[config.mk]
export PLATFORM = sky130hd
export DESIGN_NAME = vga_rom_arbiter_flat
export DESIGN_NICKNAME = d
export VERILOG_FILES = /design/src/rtl/vga_rom_arbiter_if.sv /design/src/rtl/vga_rom_arbiter.sv /design/src/flat_wrapper.sv
export SDC_FILE = /design/constraint.sdc
export NUM_CORES = 1
export LEC_CHECK = 0
export BUFFER_PORTS_ARGS = -buffer_cell sky130_fd_sc_hd__buf_2
export CAP_MARGIN = 20
export CORE_MARGIN = 3
export CORE_UTILIZATION = 30
export DETAILED_ROUTE_END_ITERATION = 16
export GPL_TIMING_DRIVEN = 0
export HOLD_SLACK_MARGIN = 0.08
export PLACE_DENSITY_LB_ADDON = 0.08
export RECOVER_POWER = 50
export SLEW_MARGIN = 20
export SYNTH_ARGS = -nofsm -noshare
export SYNTH_HDL_FRONTEND = slang
export SYNTH_SLANG_ARGS = --single-unit
[constraint.sdc]
create_clock -name clk -period 3.74 [get_ports clk]
set_input_delay 0.187 -clock clk [delete_from_list [all_inputs] [get_ports clk]]
set_output_delay 0.187 -clock clk [all_outputs]
set_load 0.02 [all_outputs]
[src/rtl/vga_rom_arbiter_if.sv]
`default_nettype none
// ============================================================================
// Module : vga_rom_arbiter_if
// Brief  : Display, host and ROM signal bundle for vga_rom_arbiter.
// Rev    : 1.0  initial release
// ============================================================================
interface vga_rom_arbiter_if #(
   parameter int ADDR_WIDTH = 24,
   parameter int DATA_WIDTH = 24
);
   logic                  i_disp_active;
   logic [9:0]            i_disp_x;
   logic [9:0]            i_disp_y;
   logic [DATA_WIDTH-1:0] o_disp_pixel;
   logic                  o_disp_valid;

   logic                  i_host_req;
   logic [ADDR_WIDTH-1:0] i_host_addr;
   logic [DATA_WIDTH-1:0] o_host_rdata;
   logic                  o_host_ack;

   logic [ADDR_WIDTH-1:0] o_rom_addr;
   logic [DATA_WIDTH-1:0] i_rom_rdata;

   // Arbiter side
   modport slave (
      input  i_disp_active, i_disp_x, i_disp_y,
      output o_disp_pixel, o_disp_valid,
      input  i_host_req, i_host_addr,
      output o_host_rdata, o_host_ack,
      output o_rom_addr,
      input  i_rom_rdata
   );

   // Environment side: timing generator, host and ROM
   modport master (
      output i_disp_active, i_disp_x, i_disp_y,
      input  o_disp_pixel, o_disp_valid,
      output i_host_req, i_host_addr,
      input  o_host_rdata, o_host_ack,
      input  o_rom_addr,
      output i_rom_rdata
   );
endinterface
`default_nettype wire

[src/rtl/vga_rom_arbiter.sv]
`default_nettype none
// ============================================================================
// Module : vga_rom_arbiter
// Brief  : Shares a 1-cycle-latency ROM between display scanout (priority)
//          and a req/ack host read port. Optional: HOST_STARVE_GUARD_EN.
// Rev    : 1.0  initial release
// ============================================================================
module vga_rom_arbiter #(
   parameter int                    DISPLAY_WIDTH  = 640,
   parameter int                    DISPLAY_HEIGHT = 480,
   parameter int                    DATA_WIDTH     = 24,
   parameter int                    ADDR_WIDTH     = 24,
   parameter logic [DATA_WIDTH-1:0] BLANK_PIXEL    = '0
) (
   input  logic               clk,
   input  logic               rst_n,
   vga_rom_arbiter_if.slave   bus
);

   typedef enum logic [1:0] {
      S_IDLE  = 2'd0,
      S_WAIT1 = 2'd1,
      S_WAIT2 = 2'd2,
      S_DONE  = 2'd3
   } state_t;

   typedef enum logic [1:0] {
      OWN_NONE = 2'd0,
      OWN_DISP = 2'd1,
      OWN_HOST = 2'd2
   } owner_t;

   state_t                r_state;
   state_t                w_state_nxt;
   logic                  w_grant;
   logic                  w_disp_take;
   logic                  w_force;
   logic [ADDR_WIDTH-1:0] w_disp_addr;
   logic                  w_disp_oor;

   logic [ADDR_WIDTH-1:0] r_rom_addr;
   owner_t                r_own0;
   owner_t                r_own1;
   logic                  r_blank0;
   logic                  r_blank1;
   logic [DATA_WIDTH-1:0] r_disp_pixel;
   logic                  r_disp_valid;
   logic [DATA_WIDTH-1:0] r_host_rdata;
   logic                  r_host_ack;

   // Linear address computed at full ROM width so no in-range product wraps
   always_comb begin
      w_disp_addr = ADDR_WIDTH'(bus.i_disp_y) * ADDR_WIDTH'(DISPLAY_WIDTH)
                  + ADDR_WIDTH'(bus.i_disp_x);
      w_disp_oor  = ({22'd0, bus.i_disp_x} >= 32'(DISPLAY_WIDTH)) ||
                    ({22'd0, bus.i_disp_y} >= 32'(DISPLAY_HEIGHT));
   end

`ifdef HOST_STARVE_GUARD_EN
   logic [3:0] r_starve_cnt;

   assign w_force = (r_starve_cnt == 4'd15);

   always_ff @(posedge clk or negedge rst_n) begin
      if (!rst_n) begin
         r_starve_cnt <= 4'd0;
      end else if (w_grant) begin
         r_starve_cnt <= 4'd0;
      end else if ((r_state == S_IDLE) && bus.i_host_req &&
                   bus.i_disp_active && !w_force) begin
         r_starve_cnt <= r_starve_cnt + 4'd1;
      end
   end
`else
   assign w_force = 1'b0;
`endif

   always_ff @(posedge clk or negedge rst_n) begin
      if (!rst_n) begin
         r_state <= S_IDLE;
      end else begin
         r_state <= w_state_nxt;
      end
   end

   // DONE never grants, giving the host one cycle to release its request
   always_comb begin
      w_state_nxt = r_state;
      w_grant     = 1'b0;
      case (r_state)
         S_IDLE: begin
            if (bus.i_host_req && (!bus.i_disp_active || w_force)) begin
               w_grant     = 1'b1;
               w_state_nxt = S_WAIT1;
            end
         end
         S_WAIT1: w_state_nxt = S_WAIT2;
         S_WAIT2: w_state_nxt = S_DONE;
         S_DONE:  w_state_nxt = S_IDLE;
         default: w_state_nxt = S_IDLE;
      endcase
   end

   // A forced host grant steals the slot, so that display request is dropped
   assign w_disp_take = bus.i_disp_active && !w_grant;

   always_ff @(posedge clk or negedge rst_n) begin
      if (!rst_n) begin
         r_rom_addr <= '0;
         r_own0     <= OWN_NONE;
         r_own1     <= OWN_NONE;
         r_blank0   <= 1'b0;
         r_blank1   <= 1'b0;
      end else begin
         if (w_grant) begin
            r_rom_addr <= bus.i_host_addr;
         end else if (w_disp_take) begin
            r_rom_addr <= w_disp_addr;
         end
         r_own0   <= w_grant     ? OWN_HOST :
                     w_disp_take ? OWN_DISP : OWN_NONE;
         r_blank0 <= w_disp_take && w_disp_oor;
         r_own1   <= r_own0;
         r_blank1 <= r_blank0;
      end
   end

   // ROM data for the tag in stage 1 is on i_rom_rdata now; steer it by owner
   always_ff @(posedge clk or negedge rst_n) begin
      if (!rst_n) begin
         r_disp_pixel <= '0;
         r_disp_valid <= 1'b0;
         r_host_rdata <= '0;
         r_host_ack   <= 1'b0;
      end else begin
         r_disp_valid <= (r_own1 == OWN_DISP);
         if (r_own1 == OWN_DISP) begin
            r_disp_pixel <= r_blank1 ? BLANK_PIXEL : bus.i_rom_rdata;
         end
         r_host_ack <= (r_own1 == OWN_HOST);
         if (r_own1 == OWN_HOST) begin
            r_host_rdata <= bus.i_rom_rdata;
         end
      end
   end

   assign bus.o_rom_addr   = r_rom_addr;
   assign bus.o_disp_pixel = r_disp_pixel;
   assign bus.o_disp_valid = r_disp_valid;
   assign bus.o_host_rdata = r_host_rdata;
   assign bus.o_host_ack   = r_host_ack;

endmodule
`default_nettype wire

[src/flat_wrapper.sv]
// flat-port wrapper written by rule: the top's interface ports become plain ports
module vga_rom_arbiter_flat 
#(
   parameter int                    DISPLAY_WIDTH  = 640,
   parameter int                    DISPLAY_HEIGHT = 480,
   parameter int                    DATA_WIDTH     = 24,
   parameter int                    ADDR_WIDTH     = 24,
   parameter logic [DATA_WIDTH-1:0] BLANK_PIXEL    = '0
)
  (clk, rst_n, bus_i_disp_active, bus_i_disp_x, bus_i_disp_y, bus_o_disp_pixel, bus_o_disp_valid, bus_i_host_req, bus_i_host_addr, bus_o_host_rdata, bus_o_host_ack, bus_o_rom_addr, bus_i_rom_rdata);
  vga_rom_arbiter_if #(.ADDR_WIDTH(ADDR_WIDTH), .DATA_WIDTH(DATA_WIDTH)) bus_i ();
  input  logic clk;
  input  logic rst_n;
  input wire logic [$bits(bus_i.i_disp_active)-1:0] bus_i_disp_active;
  input wire logic [$bits(bus_i.i_disp_x)-1:0] bus_i_disp_x;
  input wire logic [$bits(bus_i.i_disp_y)-1:0] bus_i_disp_y;
  output wire logic [$bits(bus_i.o_disp_pixel)-1:0] bus_o_disp_pixel;
  output wire logic [$bits(bus_i.o_disp_valid)-1:0] bus_o_disp_valid;
  input wire logic [$bits(bus_i.i_host_req)-1:0] bus_i_host_req;
  input wire logic [$bits(bus_i.i_host_addr)-1:0] bus_i_host_addr;
  output wire logic [$bits(bus_i.o_host_rdata)-1:0] bus_o_host_rdata;
  output wire logic [$bits(bus_i.o_host_ack)-1:0] bus_o_host_ack;
  output wire logic [$bits(bus_i.o_rom_addr)-1:0] bus_o_rom_addr;
  input wire logic [$bits(bus_i.i_rom_rdata)-1:0] bus_i_rom_rdata;
  assign bus_i.i_disp_active = bus_i_disp_active;
  assign bus_i.i_disp_x = bus_i_disp_x;
  assign bus_i.i_disp_y = bus_i_disp_y;
  assign bus_o_disp_pixel = bus_i.o_disp_pixel;
  assign bus_o_disp_valid = bus_i.o_disp_valid;
  assign bus_i.i_host_req = bus_i_host_req;
  assign bus_i.i_host_addr = bus_i_host_addr;
  assign bus_o_host_rdata = bus_i.o_host_rdata;
  assign bus_o_host_ack = bus_i.o_host_ack;
  assign bus_o_rom_addr = bus_i.o_rom_addr;
  assign bus_i.i_rom_rdata = bus_i_rom_rdata;
  vga_rom_arbiter #(.DISPLAY_WIDTH(DISPLAY_WIDTH), .DISPLAY_HEIGHT(DISPLAY_HEIGHT), .DATA_WIDTH(DATA_WIDTH), .ADDR_WIDTH(ADDR_WIDTH), .BLANK_PIXEL(BLANK_PIXEL)) u_core (.clk(clk), .rst_n(rst_n), .bus(bus_i));
endmodule
### Word-level counts from Yosys, hierarchy flattened

Cells that the tools add are included.

* bits in registers: 82
* input bits: 72
* output and inout bits: 74

* $add $sub $neg: 1
* $mul: 1
* $lt $le $gt $ge: 2
* equality and inequality tests: 6
* multiplexer cells: 9
* reduce and logical (&&, ||, !) cells: 8

Operators with widths (number)
* 24-bit 2-to-1 mux: 3
* 20-bit by 10-bit adder with 21-bit output: 1
* 10-bit by 3-bit multiplier with 13-bit output, second input constant: 1
* 10-bit greater-or-equal comparator, second input constant: 1
* 10-bit by 9-bit greater-or-equal comparator with 1-bit output, second input constant: 1
* 2-bit case mux with 4 select lines: 1
* 2-bit equality test, second input constant: 3
* 2-bit by 1-bit equality test with 1-bit output, second input constant: 2
* 2-bit 2-to-1 mux: 2
* 1-bit logical AND: 3
* 1-bit 2-to-1 mux: 3
* 1-bit zero test: 2
* 2-bit zero test: 1
* 2-bit by 1-bit != test with 1-bit output, second input constant: 1
* 2-bit nonzero test: 1
* 1-bit logical OR: 1

### Depth between registers and ports, before layout

Gate-level depths: netlist (run 1).

* word-level depth: 8
* gate-level depth with buffers: 9
* mapped depth without buffers: 9

### Worst setup path after synthesis (run 1)

OpenSTA, ideal clock, no wires.

* kind: input port to flip-flop
* start: input port bus_i_disp_y[1]
* end: register u_core.r_rom_addr[18] (netlist: u_core.bus.o_rom_addr[18])
* library setup time: 124 ps
* data arrival time: 2528 ps
* path slack: 1088 ps
* stages on the path: 9
* buffers on the path: 0
* cell sequence: ha_1 > ha_1 > fa_1 > a21o_2 > a221oi_1 > xnor2_1 > nand3_1 > o311a_1 > a211o_1

* cells in the longest elaborated chain, start to end: 4

RTL lines
* start, declared: RTL line flat_wrapper.sv:16 `input wire logic [$bits(bus_i.i_disp_y)-1:0] bus_i_disp_y;`
* 10-bit by 3-bit multiplier with 13-bit output: RTL line vga_rom_arbiter.sv:53 `w_disp_addr = ADDR_WIDTH'(bus.i_disp_y) * ADDR_WIDTH'(DISPLAY_WIDTH)`
* 20-bit by 10-bit adder with 21-bit output: RTL line vga_rom_arbiter.sv:54 `+ ADDR_WIDTH'(bus.i_disp_x);`
* 24-bit 2-to-1 mux: RTL line vga_rom_arbiter.sv:117 `end else if (w_disp_take) begin`
* 24-bit 2-to-1 mux: RTL line vga_rom_arbiter.sv:115 `if (w_grant) begin`
* end signal, assigned: RTL line vga_rom_arbiter.sv:116 `r_rom_addr <= bus.i_host_addr;`
* end signal, assigned: RTL line vga_rom_arbiter.sv:118 `r_rom_addr <= w_disp_addr;`
* end, declared: RTL line vga_rom_arbiter.sv:41 `logic [ADDR_WIDTH-1:0] r_rom_addr;`

No other way between the ends. The select of a mux whose other input is x is not followed.
A chain may end at the register's enable or synchronous reset.

### Worst setup path after layout (run 1)

Same ends and word-level chain as after synthesis.

==> impl_summary.log, run 1 <==
INFO  metric total_negative_slack_for_setup_checks = 0 ns
INFO  metric wl = between 10,000 and 15,000 um
INFO  metric nFillCells = 1,342
INFO  metric grt_setup_unrepaired = no
INFO  metric worst_skew_pair.late_latency = 0.33 ns
INFO  metric clk_path_buf_depth = 2
INFO  metric synth_nets = 477
INFO  metric num_vias = 3,381
INFO  metric tritoncts = done
INFO  metric timing.final.crit_period = approximately 2.7 ns
INFO  metric synth.yosys.warnings = 0
INFO  metric ctsRootBufferMaster = sky130_fd_sc_hd__clkbuf_16
INFO  metric grt_pass1_wl = 17,540 um
INFO  metric regToRegEndpoint = u_core.bus.o_rom_addr[2]
INFO  metric synthToLayoutAreaGrowth = 34.50%
INFO  metric h-tree-depth = 3
INFO  metric critical_path.reg2reg.startpoint = u_core.r_state[0]
INFO  metric nets = 654
INFO  metric p_leak = 2.528 nW
INFO  metric layout.core_utilization = 41.98%
INFO  metric synth_top_flop_cell = sky130_fd_sc_hd__dfrtp_1
INFO  metric yosys.cell_types.count = between 40 and 50
INFO  metric worst_path_max_delay_cell = sky130_fd_sc_hd__fa_1
INFO  metric seqCellArea = 2052 um^2
INFO  metric synth_area_per_cell = 10.52 um^2
INFO  metric initial_core_utilization = 31.21%
INFO  metric area_of_the_multi_input_gates = 1843 um^2
INFO  metric timing.final.max_slew_violations = 36
INFO  metric path_cells = buf_2 -> ha_1 -> ha_1 -> fa_1 -> a21o_2 -> a221oi_1 -> xnor2_1 -> nand3_1 -> o311a_1 -> a211o_1
INFO  metric synthesis.instances = roughly 380
INFO  metric die_w = 121.7 um
INFO  metric clk_pin_slew = 0.06 ns
INFO  metric max-slew-margin-rel = -36.66%
INFO  metric worst_ep_required_time = 3.95 ns
INFO  metric peakVddDrop = 0.0002256 V
INFO  metric synth_async_reset_ratio = 100.0%
INFO  metric clock.fmax = between 0.3 and 0.4 GHz
INFO  metric die_h = 121.7 um
INFO  metric critical_path.endpoint = u_core.bus.o_rom_addr[18]
INFO  metric violations = max-capacitance violations, max-slew violations
INFO  metric final_antenna_net_count = 0
INFO  metric setup.worst_path.start = bus_i_disp_y[1]
INFO  metric first_pass_iters = 4
INFO  metric outcome = finished, violations left
INFO  metric rrSetupSlack = 1.19 ns
INFO  metric cp-end-kind = flop
INFO  metric n_antenna_cell = 0
INFO  metric port_buffers = 145
INFO  metric floorplan.core_area = 12,880 um^2
INFO  metric grt_util_all_layers = approximately 15%
INFO  metric cts.repair_timing.setup_buffer_count = 0
INFO  metric dp_hpwl = 8348 um
INFO  metric tritoncts.num_buffers = 9
INFO  metric grt_pass1_vias = ~3,500
INFO  metric worst-r2r-cell-count = 8
INFO  metric min_period_over_period = between 70 and 80%
INFO  metric arrival = between 2 and 3 ns
INFO  metric critPathKind = in -> reg
INFO  metric synth.ff_latch_count = 82
INFO  metric finalHoldViolations = 0
INFO  metric synth_enable_flop_cells = 0
INFO  metric netlist_area = roughly 4000 um^2
INFO  metric antenna_found_initial = 0
INFO  metric gr-total-overflow = 0
INFO  metric drc = 0
INFO  metric post_route_cells_drive_above_1_share = 24.29%
INFO  metric floorplan.io_pins = 146
INFO  metric setup_viol_count_final = 0
INFO  metric min_path_type = in -> reg
INFO  metric critical-path-max-stage-delay = 0.45 ns
INFO  metric powerDensity = between 600 and 700 nW/um^2
INFO  metric finalClockSkew = 0.008985 ns
INFO  metric yosysSeqAreaShare = 51.06%
INFO  metric critPathLaunchType = input pin
INFO  metric worst-path-max-fanout = 3
INFO  metric drt-wirelength-per-cell = 14.74 um
INFO  metric placer_congestion = 0.7763
INFO  metric timing.critical_path.mode_cell = sky130_fd_sc_hd__ha_1
INFO  metric pin_count_of_the_biggest_net_entering_global_routing = 48
INFO  metric max_cap_violations = 1
INFO  metric num_rows = 41
INFO  metric clock_sink_count = 82
INFO  metric dieArea = 14,820 um^2
INFO  metric worst_pin_slew = 2.050 ns
INFO  metric cp_num_cells = 10
INFO  metric drt_first_iter_violations = 147
INFO  metric cpLargestDelayFamily = compound AO/OA/AOI/OAI gates
INFO  metric drt-vias-per-instance = roughly 4.6
INFO  metric path_buf_inv = 1
[worst min-delay path by stage]
stage / end / slack, ns / cells after the start / startpoint
after floorplan: u_core.bus.o_disp_pixel[0] / -0.11 / 0 / rst_n
after global placement: u_core.r_own1[0] / 0.34 / 0 / u_core.r_own0[0]
after detailed placement: u_core.bus.o_host_rdata[22] / 0.19 / 1 / rst_n
after CTS: u_core.bus.o_rom_addr[0] / 0.08 / 3 / bus_i_disp_x[0]
after global routing: u_core.bus.o_rom_addr[3] / 0.09 / 3 / bus_i_disp_x[3]
final: u_core.bus.o_rom_addr[3] / 0.09 / 3 / bus_i_disp_x[3]
[worst reg2reg max path: cells and delay by family, from the launching register on]
kind                     cells  cell delay [ns]
flip-flops                   1             0.36
AO/OA/AOI/OAI                1             0.13
buffers and inverters        4             1.54
adder cells (fa/ha/maj)      1             0.21
AND/OR/NAND/NOR              2             0.26
[Yosys cell counts (3+ instances only)]
master / n / share of area (%)
sky130_fd_sc_hd__dfrtp_1: 82 / 51
sky130_fd_sc_hd__clkbuf_1: 15 / 1.4
sky130_fd_sc_hd__o21ai_0: 41 / 5.1
sky130_fd_sc_hd__nor2b_1: 4 / 0.62
sky130_fd_sc_hd__ha_1: 21 / 6.5
sky130_fd_sc_hd__xor2_1: 4 / 0.87
sky130_fd_sc_hd__a21oi_1: 5 / 0.62
sky130_fd_sc_hd__a311oi_1: 3 / 0.65
sky130_fd_sc_hd__nor2_1: 10 / 0.93
sky130_fd_sc_hd__buf_1: 3 / 0.28
sky130_fd_sc_hd__mux2_2: 25 / 7.0
sky130_fd_sc_hd__inv_1: 12 / 1.1
sky130_fd_sc_hd__a21o_1: 6 / 1.1
sky130_fd_sc_hd__nand2_1: 66 / 6.2
sky130_fd_sc_hd__xnor2_1: 7 / 1.5
sky130_fd_sc_hd__nor3_1: 6 / 0.75
sky130_fd_sc_hd__nand2b_1: 26 / 4.0
sky130_fd_sc_hd__a22oi_1: 10 / 1.9
[where the power goes]
part / leakage (nW) / total [W] / switching [W] / internal [W]
Clock: 0.138 / 0.000854 / 0.000365 / 0.000489
Sequential: 1.01 / 0.00128 / 0.000132 / 0.00115
Combinational: 1.38 / 0.00116 / 0.000729 / 0.000429
Total: 2.53 / 0.00330 / 0.00123 / 0.00207
[state kept, by name, indices dropped and copies added (netlist names)]
name,count
u_core.bus.o_rom_addr,24
u_core.r_blank0,1
u_core.r_own1,2
u_core.bus.o_host_ack,1
u_core.r_state,2
u_core.bus.o_disp_valid,1
u_core.r_blank1,1
u_core.bus.o_disp_pixel,24
u_core.r_own0,2
u_core.bus.o_host_rdata,24
[layout by cell type, fill, tap and decap left out, types with 5 or more instances in the layout]
| master | synthesis | final |
|---|---|---|
| sky130_fd_sc_hd__nor3_1 | 6 | 6 |
| sky130_fd_sc_hd__buf_2 | 0 | 87 |
| sky130_fd_sc_hd__dlygate4sd3_1 | 0 | 20 |
| sky130_fd_sc_hd__a21o_1 | 6 | 6 |
| sky130_fd_sc_hd__a22oi_1 | 10 | 10 |
| sky130_fd_sc_hd__xnor2_1 | 7 | 7 |
| sky130_fd_sc_hd__dfrtp_1 | 82 | 82 |
| sky130_fd_sc_hd__o21ai_0 | 41 | 41 |
| sky130_fd_sc_hd__clkbuf_1 | 15 | 73 |
| sky130_fd_sc_hd__mux2_2 | 25 | 25 |
| sky130_fd_sc_hd__ha_1 | 21 | 21 |
| sky130_fd_sc_hd__nor2_1 | 10 | 10 |
| sky130_fd_sc_hd__clkbuf_16 | 0 | 9 |
| sky130_fd_sc_hd__a21oi_1 | 5 | 5 |
| sky130_fd_sc_hd__nand2b_1 | 26 | 26 |
| sky130_fd_sc_hd__inv_1 | 12 | 12 |
| sky130_fd_sc_hd__nand2_1 | 66 | 66 |
[final cells by class]
type | count | area share (%)
Clock buffer | 11 | 4.676
Inverter | 12 | 0.8333
Multi-Input combinational cell | 269 | 34.10
Sequential cell | 82 | 37.96
Clock inverter | 5 | 0.6944
Tap cell | 172 | 3.981
Buffer | 19 | 1.458
Timing Repair Buffer | 166 | 16.30
[kinds of logic after synthesis]
kind of cell	count (synthesis)	synth area share, %
and+or+nand+nor	125	14.82
AOI/OAI and AO/OA	82	13.20
DFF	82	51.06
buffers and inverters	31	3.082
muxes	27	7.503
adders and majority gates	23	7.534
xor gates and xnor gates	12	2.802
[layer usage]
metal / track usage (%) / up-vias / wire length, um
met2: 25.73 / 98 / 5324
met1: 19.03 / 1596 / 4777
li1: - / 1675 / -
met5: 0 / - / 0
met3: 1.811 / 12 / 561
met4: 6.232 / 0 / 184
[stage by stage]
step	area [um^2]	power (W)	setup slack (ns)	hold WS [ns]	cells
6_report	5405	0.003295	1.073	0.09000	736
4_1_cts	5480	0.003389	1.049	0.08044	736
3_5_place_dp	4990	0.002510	0.6858	0.1869	700
2_1_floorplan	4019	0.002051	1.088	-0.1086	382
5_1_grt	5405	0.003499	0.9062	0.09440	736
3_3_place_gp	4960	0.002482	0.7358	0.3382	699
[repair_timing]
item / CTS / global route
gates resized for setup: 0 / 0
hold endpoints to repair: 51 / 0
hold buffers: 20 / 0
Power figures use the tool's default switching activity.
==> run 2, diff against run 1 <==
==> constraint.sdc (replaced) <==
create_clock -name clk -period 2.7 [get_ports clk]
set_input_delay 0.135 -clock clk [delete_from_list [all_inputs] [get_ports clk]]
set_output_delay 0.135 -clock clk [all_outputs]
set_load 0.02 [all_outputs]
==> run 2 against run 1 <==
Against the previous run:
- the flow still finishes with violations (max-capacitance violations, max-slew violations)
- design area is 6.4% higher
- worst setup slack worse by 0.87 ns
- combinational power grew 42%
- clock skew up 0.00070 ns
- global-route usage increased by 0.55 points
- die area is the same
- largest cell class unchanged
==> impl_summary.log, run 2 (synthesis results as in run 1) <==
INFO  metric num_vias = 3,517 (was 3,381)
INFO  metric drt-wirelength-per-cell = 14.61 um (was 14.74 um)
INFO  metric synthToLayoutAreaGrowth = 43.12% (was 34.50%)
INFO  metric layout_commonest_cell = sky130_fd_sc_hd__buf_2 (unchanged)
INFO  metric outcome = finished, violations left (unchanged)
INFO  metric tritoncts.num_buffers = 9 (unchanged)
INFO  metric finalClockSkew = 0.009687 ns (was 0.008985 ns)
INFO  metric leading_cell_types_in_the_layout_fill_and_taps_excluded = sky130_fd_sc_hd__buf_2 (86), sky130_fd_sc_hd__dfrtp_1 (82), sky130_fd_sc_hd__clkbuf_1 (72) (was sky130_fd_sc_hd__buf_2 (87), sky130_fd_sc_hd__dfrtp_1 (82), sky130_fd_sc_hd__clkbuf_1 (73))
INFO  metric powerDensity = 801.0 nW/um^2 (was 609.6 nW/um^2)
INFO  metric nets = 688 (was 654)
INFO  metric layoutNonFillerInstCount = 770 (was 736)
INFO  metric drt-vias-per-instance = 4.568 (was 4.594)
INFO  metric n_antenna_cell = 0 (unchanged)
INFO  metric min_period_over_period = 92.43%
INFO  metric timing.critical_path.mode_cell = sky130_fd_sc_hd__ha_1 (unchanged)
INFO  metric min_path_type = in -> reg (unchanged)
INFO  metric critPathKind = in -> reg (unchanged)
INFO  metric worst_path_max_delay_cell = sky130_fd_sc_hd__fa_1 (unchanged)
INFO  metric critPathLaunchType = input pin (unchanged)
INFO  metric critical-path-max-stage-delay = 0.45 ns (about the same)
INFO  metric grt_setup_unrepaired = no (unchanged)
INFO  metric clkPwrFrac = 25.5% (was 25.9%)
INFO  metric total_power = 0.004607 W (was 0.003295 W)
INFO  metric initial_core_utilization = 31.21% (unchanged)
INFO  metric cellInternalPower = 0.002902 W (was 0.002069 W)
INFO  metric h-tree-depth = 3 (unchanged)
INFO  metric arrival = 2.71 ns (was 2.88 ns)
INFO  metric port_buffers = 145 (unchanged)
INFO  metric num_rows = 41 (unchanged)
INFO  metric first_pass_iters = 4 (unchanged)
INFO  metric clk_pin_slew = 0.06 ns (about the same)
INFO  metric p_leak = 2.667 nW (was 2.528 nW)
INFO  metric clock.fmax = 0.4007 GHz
INFO  metric die_w = 121.7 um (unchanged)
INFO  metric dp_hpwl = 8348 um (unchanged)
INFO  metric antenna_found_initial = 0 (unchanged)
INFO  metric dieArea = 14,820 um^2 (unchanged)
INFO  metric drc = 0 (unchanged)
INFO  metric clk_path_buf_depth = 2 (unchanged)
INFO  metric wl = 11,250 um (was 10,850 um)
INFO  metric worst_pin_slew = 2.073 ns (was 2.050 ns)
INFO  metric floorplan.core_area = 12,880 um^2 (unchanged)
INFO  metric nFillCells = 1,314 (was 1,342)
INFO  metric grt_pass1_vias = 3,698 (was 3,506)
INFO  metric timing.final.max_slew_violations = 36 (unchanged)
INFO  metric power.net_switching = 0.001705 W (was 0.001227 W)
INFO  metric clock_sink_count = 82 (unchanged)
INFO  metric post-route-worst-setup-slack = 0.2044 ns (was 1.073 ns)
INFO  metric post_route_cells_drive_above_1_share = 23.08% (was 24.29%)
INFO  metric worst_skew_pair.late_latency = 0.33 ns (about the same)
INFO  metric power_frac_seq = 38.6% (was 38.9%)
INFO  metric cts.repair_timing.setup_buffer_count = 0 (unchanged)
INFO  metric portion_of_total_power_attributed_to_combinational_logic = 35.9% (was 35.2%)
INFO  metric pin_count_of_the_biggest_net_entering_global_routing = 48 (unchanged)
INFO  metric cp-end-kind = flop (unchanged)
INFO  metric worst_ep_required_time = 2.91 ns (was 3.95 ns)
INFO  metric floorplan.io_pins = 146 (unchanged)
INFO  metric placed_cells = 700 (unchanged)
INFO  metric drt_first_iter_violations = 141 (was 147)
INFO  metric finalHoldViolations = 0 (unchanged)
INFO  metric path_cells = buf_2 -> ha_1 -> ha_1 -> fa_1 -> a21o_2 -> a221oi_2 -> xnor2_1 -> nand3_1 -> o311a_1 -> a211o_1 (was buf_2 -> ha_1 -> ha_1 -> fa_1 -> a21o_2 -> a221oi_1 -> xnor2_1 -> nand3_1 -> o311a_1 -> a211o_1)
INFO  metric grt_util_all_layers = 15.50% (was 14.95%)
INFO  metric switching_share = 37.01% (was 37.22%)
INFO  metric placer_congestion = 0.7763 (unchanged)
INFO  metric ctsRootBufferMaster = sky130_fd_sc_hd__clkbuf_16 (unchanged)
INFO  metric gr-total-overflow = 0 (unchanged)
INFO  metric tritoncts = done (unchanged)
INFO  metric max_cap_violations = 1 (unchanged)
INFO  metric violations = max-capacitance violations, max-slew violations (unchanged)
INFO  metric total_negative_slack_for_setup_checks = 0 ns (unchanged)
INFO  metric grt_pass1_wl = 18,230 um (was 17,540 um)
INFO  metric die_h = 121.7 um (unchanged)
INFO  metric worst-path-max-fanout = 3 (unchanged)
INFO  metric peakVddDrop = 0.0003151 V (was 0.0002256 V)
INFO  metric pre_cts_ws = -0.3022 ns (was 0.6858 ns)
INFO  metric layout.core_utilization = 44.67% (was 41.98%)
INFO  metric timing.final.crit_period = 2.496 ns
INFO  metric final_antenna_net_count = 0 (unchanged)
INFO  metric setup_viol_count_final = 0 (unchanged)
INFO  metric max-slew-margin-rel = -38.19% (was -36.66%)
==> run 2: power groups by stage <==
stage                     clock (W)  combinational [W]  sequential, W
after floorplan                   0           0.000629        0.00221
after global placement            0            0.00166        0.00178
after detailed placement          0            0.00168        0.00179
after CTS                   0.00121            0.00176        0.00177
after global routing        0.00126            0.00182        0.00182
final                       0.00118            0.00165        0.00178
==> run 2: per-stage QoR <==
| stage | area [um^2] | hold WS, ns |
|---|---|---|
| detailed placement | 4990 | 0.1349 |
| floorplan | 4019 | -0.1606 |
| global placement | 4960 | 0.3382 |
| global route | 5752 | 0.1254 |
| CTS | 5821 | 0.1106 |
| finish | 5752 | 0.1277 |
==> run 2: area by class of cell <==
type	instances	area [um^2]	share of cell area, %
Buffer	19	80.08	1.392
Clock buffer	11	252.7	4.394
Clock inverter	5	37.54	0.6526
Inverter	12	45.04	0.7831
Multi-Input combinational cell	269	1849	32.15
Sequential cell	82	2052	35.68
Tap cell	172	215.2	3.742
Timing Repair Buffer	200	1220	21.21
==> run 2: critical path, delay by kind of cell <==
family | cells | cell delay, ns
AOI/OAI and AO/OA | 4 | 1.10
adders and majority gates | 3 | 0.98
xor gates and xnor gates | 1 | 0.22
and+or+nand+nor | 1 | 0.15
buffers and inverters | 1 | 0.12
==> run 2: worst paths after layout <==
check                                              endpoint  slack (ns)                start  depth (start not counted)
worst max register to register     u_core.bus.o_rom_addr[6]        0.22    u_core.r_state[0]                          8
min in group asynchronous        u_core.bus.o_host_rdata[0]        0.94                rst_n                          2
worst min-delay path              u_core.bus.o_rom_addr[17]        0.13  bus_i_host_addr[17]                          3
worst min register to register              u_core.r_blank1        0.35      u_core.r_blank0                          0
max in group asynchronous       u_core.bus.o_disp_pixel[13]        0.57                rst_n                          2
worst max-delay path              u_core.bus.o_rom_addr[18]        0.20      bus_i_disp_y[1]                         10
==> run 2: metal layers <==
metal,global-route usage (%),share of wire (%)
met1,19.49,44
met2,26.97,49
met3,1.764,5.2
met4,6.583,1.8
met5,0,0
==> run 2: timing repair <==
| item | in CTS | in global routing |
|---|---|---|
| hold endpoints to repair | 102 | 0 |
| resized for setup | 0 | 4 |
| hold buffers | 54 | 0 |
| endpoints found under the setup margin | 0 | 8 |
==> run 3, diff against run 2 <==
--- a/config.mk
+++ b/config.mk
@@ -12,6 +12,7 @@
 export DETAILED_ROUTE_END_ITERATION = 16
 export GPL_TIMING_DRIVEN = 0
 export HOLD_SLACK_MARGIN = 0.08
+export MAX_ROUTING_LAYER = met4
 export PLACE_DENSITY_LB_ADDON = 0.08
 export RECOVER_POWER = 50
 export SLEW_MARGIN = 20
==> run 3 against run 2 <==
Against the previous run:
- the flow still finishes with violations (max-capacitance violations, max-slew violations)
- first-iteration DRC count decreased by 7.8%
- clock-buffer cell count unchanged
- sequential share of layout area about the same
- largest cell class unchanged
- critical path type unchanged
==> impl_summary.log, run 3 (synthesis results as in run 1) <==
INFO  metric outcome = finished, violations left (unchanged)
INFO  metric violations = max-capacitance violations, max-slew violations (unchanged)
INFO  metric die_w = 121.7 um (unchanged)
INFO  metric clock_sink_count = 82 (unchanged)
INFO  metric floorplan.io_pins = 146 (unchanged)
INFO  metric tritoncts.num_buffers = 9 (unchanged)
INFO  metric max-slew-margin-rel = -38.32% (was -38.19%)
INFO  metric worst_skew_pair.late_latency = 0.33 ns (about the same)
INFO  metric nets = 688 (unchanged)
INFO  metric p_leak = 2.684 nW (was 2.667 nW)
INFO  metric powerDensity = 801.7 nW/um^2 (was 801.0 nW/um^2)
INFO  metric arrival = 2.71 ns (about the same)
INFO  metric final_antenna_net_count = 0 (unchanged)
INFO  metric layoutNonFillerInstCount = 770 (unchanged)
INFO  metric drc = 0 (unchanged)
INFO  metric critPathLaunchType = input pin (unchanged)
INFO  metric port_buffers = 145 (unchanged)
INFO  metric post_route_cells_drive_above_1_share = 23.91% (was 23.08%)
INFO  metric layout_commonest_cell = sky130_fd_sc_hd__buf_2 (unchanged)
INFO  metric drt-vias-per-instance = 4.571 (was 4.568)
INFO  metric worst-path-max-fanout = 3 (unchanged)
INFO  metric layout.core_utilization = 44.72% (was 44.67%)
INFO  metric clk_path_buf_depth = 2 (unchanged)
INFO  metric antenna_found_initial = 0 (unchanged)
INFO  metric min_path_type = in -> reg (unchanged)
INFO  metric finalHoldViolations = 0 (unchanged)
INFO  metric num_rows = 41 (unchanged)
INFO  metric tritoncts = done (unchanged)
INFO  metric cts.repair_timing.setup_buffer_count = 0 (unchanged)
INFO  metric max_cap_violations = 1 (unchanged)
INFO  metric wl = 11,250 um (about the same)
INFO  metric worst-r2r-cell-count = 8 (unchanged)
INFO  metric num_vias = 3,520 (was 3,517)
INFO  metric nFillCells = 1,312 (was 1,314)
INFO  metric min_period_over_period = 92.40% (was 92.43%)
INFO  metric worst_hold_path.num_cells = 3 (unchanged)
INFO  metric placed_cells = 700 (unchanged)
INFO  metric ctsRootBufferMaster = sky130_fd_sc_hd__clkbuf_16 (unchanged)
INFO  metric die_h = 121.7 um (unchanged)
INFO  metric leading_cell_types_in_the_layout_fill_and_taps_excluded = sky130_fd_sc_hd__buf_2 (90), sky130_fd_sc_hd__dfrtp_1 (82), sky130_fd_sc_hd__clkbuf_1 (68) (was sky130_fd_sc_hd__buf_2 (86), sky130_fd_sc_hd__dfrtp_1 (82), sky130_fd_sc_hd__clkbuf_1 (72))
INFO  metric dp_hpwl = 8348 um (unchanged)
INFO  metric timing.final.max_slew_violations = 36 (unchanged)
INFO  metric grt_util_all_layers = 15.93% (was 15.50%)
INFO  metric worst_pin_slew = 2.075 ns (was 2.073 ns)
INFO  metric grt_pass1_wl = 18,230 um (unchanged)
INFO  metric finalClockSkew = 0.008458 ns (was 0.009687 ns)
INFO  metric peakVddDrop = 0.0003149 V (was 0.0003151 V)
INFO  metric total_power = 0.004616 W (was 0.004607 W)
INFO  metric clock.fmax = 0.4008 GHz (was 0.4007 GHz)
INFO  metric timing.final.crit_period = 2.495 ns (was 2.496 ns)
INFO  metric h-tree-depth = 3 (unchanged)
INFO  metric dieArea = 14,820 um^2 (unchanged)
INFO  metric synthToLayoutAreaGrowth = 43.28% (was 43.12%)
INFO  metric worst_ep_required_time = 2.91 ns (about the same)
INFO  metric initial_core_utilization = 31.21% (unchanged)
INFO  metric n_antenna_cell = 0 (unchanged)
INFO  metric gr-total-overflow = 0 (unchanged)
INFO  metric grt_pass1_vias = 3,699 (was 3,698)
INFO  metric grt_setup_unrepaired = no (unchanged)
INFO  metric critPathKind = in -> reg (unchanged)
INFO  metric setup_viol_count_final = 0 (unchanged)
INFO  metric pin_count_of_the_biggest_net_entering_global_routing = 48 (unchanged)
INFO  metric drt_first_iter_violations = 130 (was 141)
INFO  metric drt-wirelength-per-cell = 14.62 um (was 14.61 um)
INFO  metric clk_pin_slew = 0.06 ns (about the same)
INFO  metric first_pass_iters = 4 (unchanged)
INFO  metric placer_congestion = 0.7869 (was 0.7763)
INFO  metric floorplan.core_area = 12,880 um^2 (unchanged)
INFO  metric cp-end-kind = flop (unchanged)
-- run 3: routing by layer --
metal | track usage (%) | wire length, um | up-vias | part of all wire (%)
li1 | - | - | 1748 | -
met1 | 19.49 | 4988 | 1655 | 44
met2 | 26.97 | 5489 | 102 | 49
met3 | 1.671 | 564 | 15 | 5.0
met4 | 6.583 | 212 | 0 | 1.9
met5 | - | 0 | - | 0
-- run 3: critical path: stages --
cell and delay [ns]:
sky130_fd_sc_hd__buf_2 0.12, sky130_fd_sc_hd__ha_1 0.29, sky130_fd_sc_hd__ha_1 0.24, sky130_fd_sc_hd__fa_1 0.45
sky130_fd_sc_hd__a21o_2 0.26, sky130_fd_sc_hd__a221oi_2 0.30, sky130_fd_sc_hd__xnor2_1 0.22, sky130_fd_sc_hd__nand3_1 0.15
sky130_fd_sc_hd__o311a_1 0.31, sky130_fd_sc_hd__a211o_1 0.23
-- run 3: where the power goes --
group          internal (W)  leakage [nW]  switching (W)  total, W
logic              0.000636          1.54        0.00102   0.00166
clock network      0.000677         0.138       0.000503   0.00118
registers           0.00159          1.01       0.000182   0.00178
-- run 3: worst paths after layout --
check,to,slack [ns],start
worst max-delay path,u_core.bus.o_rom_addr[18],0.21,bus_i_disp_y[1]
worst min-delay path,u_core.bus.o_rom_addr[17],0.13,bus_i_host_addr[17]
worst max register to register,u_core.bus.o_rom_addr[2],0.27,u_core.r_state[0]
worst min register to register,u_core.r_blank1,0.35,u_core.r_blank0
max in group asynchronous,u_core.bus.o_disp_pixel[13],0.57,rst_n
min in group asynchronous,u_core.bus.o_host_rdata[0],0.94,rst_n
-- run 3: metrics by stage --
stage | setup WS, ns | hold slack, ns | TNS [ns] | area (um^2)
3_3_place_gp | -0.2522 | 0.3382 | -0.3747 | 4960
2_1_floorplan | 0.1000 | -0.1606 | 0 | 4019
3_5_place_dp | -0.3022 | 0.1349 | -0.4695 | 4990
6_report | 0.2052 | 0.1276 | 0 | 5758
4_1_cts | 0.06143 | 0.1106 | 0 | 5821
5_1_grt | 0.03853 | 0.1254 | 0 | 5758
-- run 3: timing repair --
action / 4_1_cts / 5_1_grt
hold endpoints to repair: 102 / 0
hold buffers: 54 / 0
endpoints found under the setup margin: 0 / 8
resized for setup: 0 / 5
-- run 3: area by class of cell --
type / count / area [um^2] / area share [%]
tap: 172 / 215.2 / 3.738
timing repair buffer: 200 / 1225 / 21.27
buffer: 19 / 81.33 / 1.412
sequential: 82 / 2052 / 35.64
multi-input combinational: 269 / 1849 / 32.12
inverter: 12 / 45.04 / 0.7823
clock buffer: 11 / 252.7 / 4.389
clock inverter: 5 / 37.54 / 0.6519
